$ cat src/rtl/reg_wb_queue.sv
// reg_wb_queue: write-back buffer in front of reg_file.
// Register write requests are queued and drained one per cycle into the
// B-port write path of reg_file. Pending values are forwarded to both read
// ports so the core never observes stale register contents.
module reg_wb_queue #(
  parameter int W     = 8,
  parameter int D     = 3,
  parameter int DEPTH = 4
) (
  input  logic                     CLK,
  input  logic                     Reset,
  input  logic                     ReqValid,
  output logic                     ReqReady,
  input  logic [D-1:0]             ReqAddr,
  input  logic [W-1:0]             ReqValue,
  input  logic                     Hold,
  input  logic [D-1:0]             RdAddrA,
  input  logic [D-1:0]             RdAddrB,
  output logic                     RdBValid,
  output logic [1:0]               RegWrite,
  output logic [D-1:0]             srcA,
  output logic [D-1:0]             srcB,
  output logic [W-1:0]             writeValue,
  output logic                     FwdHitA,
  output logic [W-1:0]             FwdValA,
  output logic                     FwdHitB,
  output logic [W-1:0]             FwdValB,
  output logic [$clog2(DEPTH):0]   Count,
  output logic                     Empty
);

  localparam int PW = $clog2(DEPTH);
  localparam int CW = PW + 1;
  localparam logic [CW-1:0] FULL = CW'(DEPTH);

  logic [D-1:0]  addrMem [DEPTH];
  logic [W-1:0]  valMem  [DEPTH];
  logic [PW-1:0] head;
  logic [PW-1:0] tail;
  logic [CW-1:0] count;
  logic          push;
  logic          drain;
  logic [PW-1:0] idx;

  assign Count    = count;
  assign Empty    = (count == '0);
  assign ReqReady = (count != FULL);
  assign push     = ReqValid && ReqReady;
  assign drain    = !Empty && !Hold;
  assign srcA     = RdAddrA;

  // Drive the reg_file B port: write the head entry when draining, else read.
  always_comb begin
    RegWrite   = 2'b00;
    srcB       = RdAddrB;
    writeValue = '0;
    RdBValid   = 1'b1;
    if (drain) begin
      RegWrite   = 2'b10;
      srcB       = addrMem[head];
      writeValue = valMem[head];
      RdBValid   = 1'b0;
    end
  end

  // Pointer, occupancy and storage update; reset discards all pending writes.
  always_ff @(posedge CLK) begin
    if (Reset) begin
      head  <= '0;
      tail  <= '0;
      count <= '0;
    end else begin
      if (push) begin
        addrMem[tail] <= ReqAddr;
        valMem[tail]  <= ReqValue;
        tail          <= tail + 1'b1;
      end
      if (drain) begin
        head <= head + 1'b1;
      end
      case ({push, drain})
        2'b10:   count <= count + 1'b1;
        2'b01:   count <= count - 1'b1;
        default: count <= count;
      endcase
    end
  end

  // Forwarding scan from oldest to youngest; later matches override earlier
  // ones so the youngest pending value wins. The draining head is included.
  always_comb begin
    FwdHitA = 1'b0;
    FwdValA = '0;
    FwdHitB = 1'b0;
    FwdValB = '0;
    idx     = '0;
    for (int unsigned i = 0; i < DEPTH; i++) begin
      idx = head + PW'(i);
      if (CW'(i) < count) begin
        if (addrMem[idx] == RdAddrA) begin
          FwdHitA = 1'b1;
          FwdValA = valMem[idx];
        end
        if (addrMem[idx] == RdAddrB) begin
          FwdHitB = 1'b1;
          FwdValB = valMem[idx];
        end
      end
    end
  end

endmodule

$ cat config.mk
export PLATFORM = sky130hd
export DESIGN_NAME = reg_wb_queue
export DESIGN_NICKNAME = d
export VERILOG_FILES = /design/src/rtl/reg_wb_queue.sv
export SDC_FILE = /design/constraint.sdc
export NUM_CORES = 1
export LEC_CHECK = 0
export CAP_MARGIN = 20
export CORE_MARGIN = 3
export CORE_UTILIZATION = 50
export CTS_CLUSTER_DIAMETER = 120
export DETAILED_ROUTE_END_ITERATION = 10
export GPL_TIMING_DRIVEN = 0
export PLACE_DENSITY = 0.77
export RECOVER_POWER = 100
export SLEW_MARGIN = 20
export SYNTH_ARGS = -nofsm -noshare
export SYNTH_HDL_FRONTEND = slang
export SYNTH_SLANG_ARGS = --single-unit
$ cat constraint.sdc
create_clock -name CLK -period 2.3 [get_ports CLK]
set_clock_uncertainty 0.15 [all_clocks]
set_input_delay 0.46 -clock CLK [delete_from_list [all_inputs] [get_ports CLK]]
set_output_delay 0.46 -clock CLK [all_outputs]
set_load 0.02 [all_outputs]
==> results of run 1 <==
==> registers in the layout, summed over array words and instances (netlist names), named ones only <==
| name | count |
|---|---|
| Count | 3 |
| addrMem | 12 |
| tail | 2 |
| valMem | 32 |
| head | 2 |
==> per-stage QoR <==
stage	util	setup slack (ns)	TNS [ns]	total power [uW]	area, sq um
CTS	0.6910	-0.7188	-15.01	5439	5478
floorplan	-	-0.2817	-4.567	3403	4312
global route	0.7244	-0.9436	-27.57	6136	5743
detailed placement	0.6256	-1.160	-26.63	4330	4960
finish	0.7244	-0.9453	-20.82	5880	5743
global placement	0.6256	-1.050	-24.75	4267	4960
==> where the power goes <==
part	total, uW	internal, uW	switching [uW]
clock	525	215	310
sequential	1210	1130	77.5
combinational	4140	1970	2170
==> cell usage in the layout (no fill, tap or decap), drive strengths merged, types with 17 or more instances in the layout <==
cell type	synthesis	layout
mux2	19	19
edfxtp	44	44
dlygate4sd3	0	17
nand4	38	38
a21oi	18	18
mux2i	17	17
buf	21	76
mux4	28	28
and2	20	20
xnor2	26	31
clkbuf	12	25
==> critical path, cell delays in order, from the launching register on <==
cell,delay (ns)
edfxtp_1,0.45
mux4_2,0.62
buf_12,0.19
xnor2_4,0.24
nand4_1,0.19
o211ai_1,0.37
o2bb2ai_2,0.15
buf_6,0.13
==> cell families after synthesis <==
logic type / Yosys count
AND/OR/NAND/NOR: 93
AO/OA/AOI/OAI: 70
multiplexers: 64
flip-flops: 53
buffers and inverters: 39
XOR/XNOR: 29
adder cells (fa/ha/maj): 9
other: 1
==> worst max path at each step <==
stage                 end  slack (ns)  depth (start not counted)
2_1_floorplan  FwdValA[0]       -0.28                          7
3_3_place_gp   FwdValB[4]       -1.05                          7
3_5_place_dp   FwdValB[5]       -1.16                          7
4_1_cts        FwdValB[3]       -0.72                          8
5_1_grt        FwdValB[6]       -0.94                          7
6_report       FwdValB[6]       -0.95                          7
==> area by class of cell <==
type	instances	area, sq um
clock buffer	6	72.57
fill	469	2185
multi-input combinational	273	2979
inverter	6	25.02
buffer	27	198.9
sequential	53	1509
clock inverter	2	15.01
tap	102	127.6
timing repair buffer	87	815.8
==> metal layers <==
| layer | share of wire | global-route usage |
|---|---|---|
| met5 | 0 | 0 |
| met4 | 0.037 | 0.08946 |
| met3 | 0.091 | 0.04738 |
| met2 | 0.48 | 0.4106 |
| met1 | 0.39 | 0.3226 |
==> repair_timing <==
action / in CTS / in global routing
setup endpoints to repair: 34 / 34
setup buffers: 21 / 14
hold buffers: 0 / 0
cloned: 6 / 2
pin swaps: 42 / 39
gates resized for setup: 195 / 60
==> metrics.md, run 1 <==
| Metric | Value |
|---|---|
| Hold endpoint | tail[1]$_SDFFE_PP0P_ |
| Peak supply drop | 453.9 uV |
| Area growth from synthesis to layout | 37.06% |
| Reg-to-reg setup timing slack | -0.12 ns |
| Synth async-reset ratio | 0 |
| Initial core utilization | 0.5286 |
| Leakage | 0.001973 uW |
| Actual slew at the worst max-slew pin | 0.9546 ns |
| Slew Limit Headroom | 0.3636 |
| Clk root buf | clkbuf_8 |
| Pin count of the biggest net entering global routing | 17 |
| Hold_sp | tail[1]$_SDFFE_PP0P_ |
| Post-synthesis cell count | 358 |
| Fin crit period | 3.245 ns |
| GPL Wtd Cong | 0.8830 |
| Initial antenna violation count | 0 |
| Setup violators final | 65 |
| Synth Area per Inst | 11.70 sq um |
| Type of the most critical hold path | reg2reg |
| Buffers on Ports | between 50 and 60 |
| Setup CP Type | reg2out |
| Share of the synthesized area in the top cell type | 0.3153 |
| Cell taking the most area after synthesis | edfxtp_1 |
| Main combinational cell family by area after synthesis | multiplexers |
| Chip width | between 90 and 100 microns |
| Placed Cells | about 510 |
| Antenna-violating nets left | 0 |
| Drt drc | 0 |
| Initial DRC count | 427 |
| Non-filler instance count after layout | 556 |
| Syn Std Cell Area | 4190 sq um |
| Dpl hpwl | around 8400 microns |
| Synth Area in Compound Gates | 0.1135 |
| WL final | between 10000 and 15000 microns |
| Sequential-to-total area share from yosys stat | 0.3583 |
| #FFs+latches synth | 53 |
| Max Cap Viol | 0 |
| Clock latency on the worst-skew pair | 0.31 ns |
| WL/cell | around 23 microns |
| Die Area | 9515 sq um |
| Grt ovf | 0 |
| Post-synthesis adder-cell area fraction | 0.02687 |
| Synth top cells by count | 44 x edfxtp_1, 38 x nand4_1, 25 x mux4_2, 20 x and2_1, 19 x mux2_2 |
| Top cells by area, synth | edfxtp_1 32%, mux4_2 13%, nand4_1 5.7% |
| CP required | 1.69 ns |
| Tcrit/Tclk final | 1.411 |
| FF-to-FF End | valMem[3][5]$_DFFE_PP_ |
| Yosys warnings | 0 |
| CTS buffer count | 5 |
| Pwr dens | between 1000 and 1500 nW/um^2 |
| First-pass GRT wire length | around 19000 microns |
| ANT cells | 0 |
| Simple-gate portion of the synthesized area | 0.1278 |
| H-Tree Level Count | 2 |
| Critical R2R Launch | Count[0]$_SDFFE_PP0P_ |
| Unrepaired setup endpoints after global routing | true |
| Fmax | 308.1 MHz |
| Primary FF master, synth | edfxtp_1 |
| Vias in the first global route | 3503 |
| Setup crit start | addrMem[3][0]$_DFFE_PP_ |
| Hold WS | roughly 0.36 ns |
| IO Count | ~60 |
| Mapped Nets | between 300 and 400 |
| EDFF count, synth | 44 |
| Vias per std cell | 6.694 |
| GRT Total Usage | 0.2473 |
| Synth Area in XOR/XNOR | 0.07853 |
| Final nets | approximately 480 |
| Count leader, synth | edfxtp_1 |
| Num Clock Sinks | 53 |
| Mux share of post-synthesis cell area | 0.2448 |
| Pre-antenna DRT Iters | 5 |
| CP Launch Type | flop |
| Post-route worst setup slack | -0.9453 ns |
| FP Rows | 32 |
| CORE AREA | 7928 sq um |
| R2R cell count | 6 |
| Violated checks | negative setup slack |
| TritonCTS clock tree | done |
| Worst EP arrival | ~2.6 ns |
| Final Hold Viols | 0 |
| Clock Pin Slew Worst Setup and Hold Paths | 0.10 ns |
| Via Count | between 3000 and 4000 |
| Min-Delay Path Depth | 2 |
| Distinct cell type count after synthesis | 32 |
| Max Slew Vio Count | 0 |
| CP endpoint kind | primary output |
| Clock buffer depth | 2 |
| Layout cell share with drive strength beyond 1 | 0.4361 |
| Die Ht | 97.55 microns |
| Crit Path Max Fanout | 5 |
| Status | finished, violations left |
Note: power is estimated with default switching activity, not from simulation.
==> run 2: changes to the inputs <==
--- a/config.mk
+++ b/config.mk
@@ -5,7 +5,6 @@
 export SDC_FILE = /design/constraint.sdc
 export NUM_CORES = 1
 export LEC_CHECK = 0
-export CAP_MARGIN = 20
 export CORE_MARGIN = 3
 export CORE_UTILIZATION = 50
 export CTS_CLUSTER_DIAMETER = 120
==> results of run 2 <==
Final layout, timing and power as in run 1 (identical DEF).
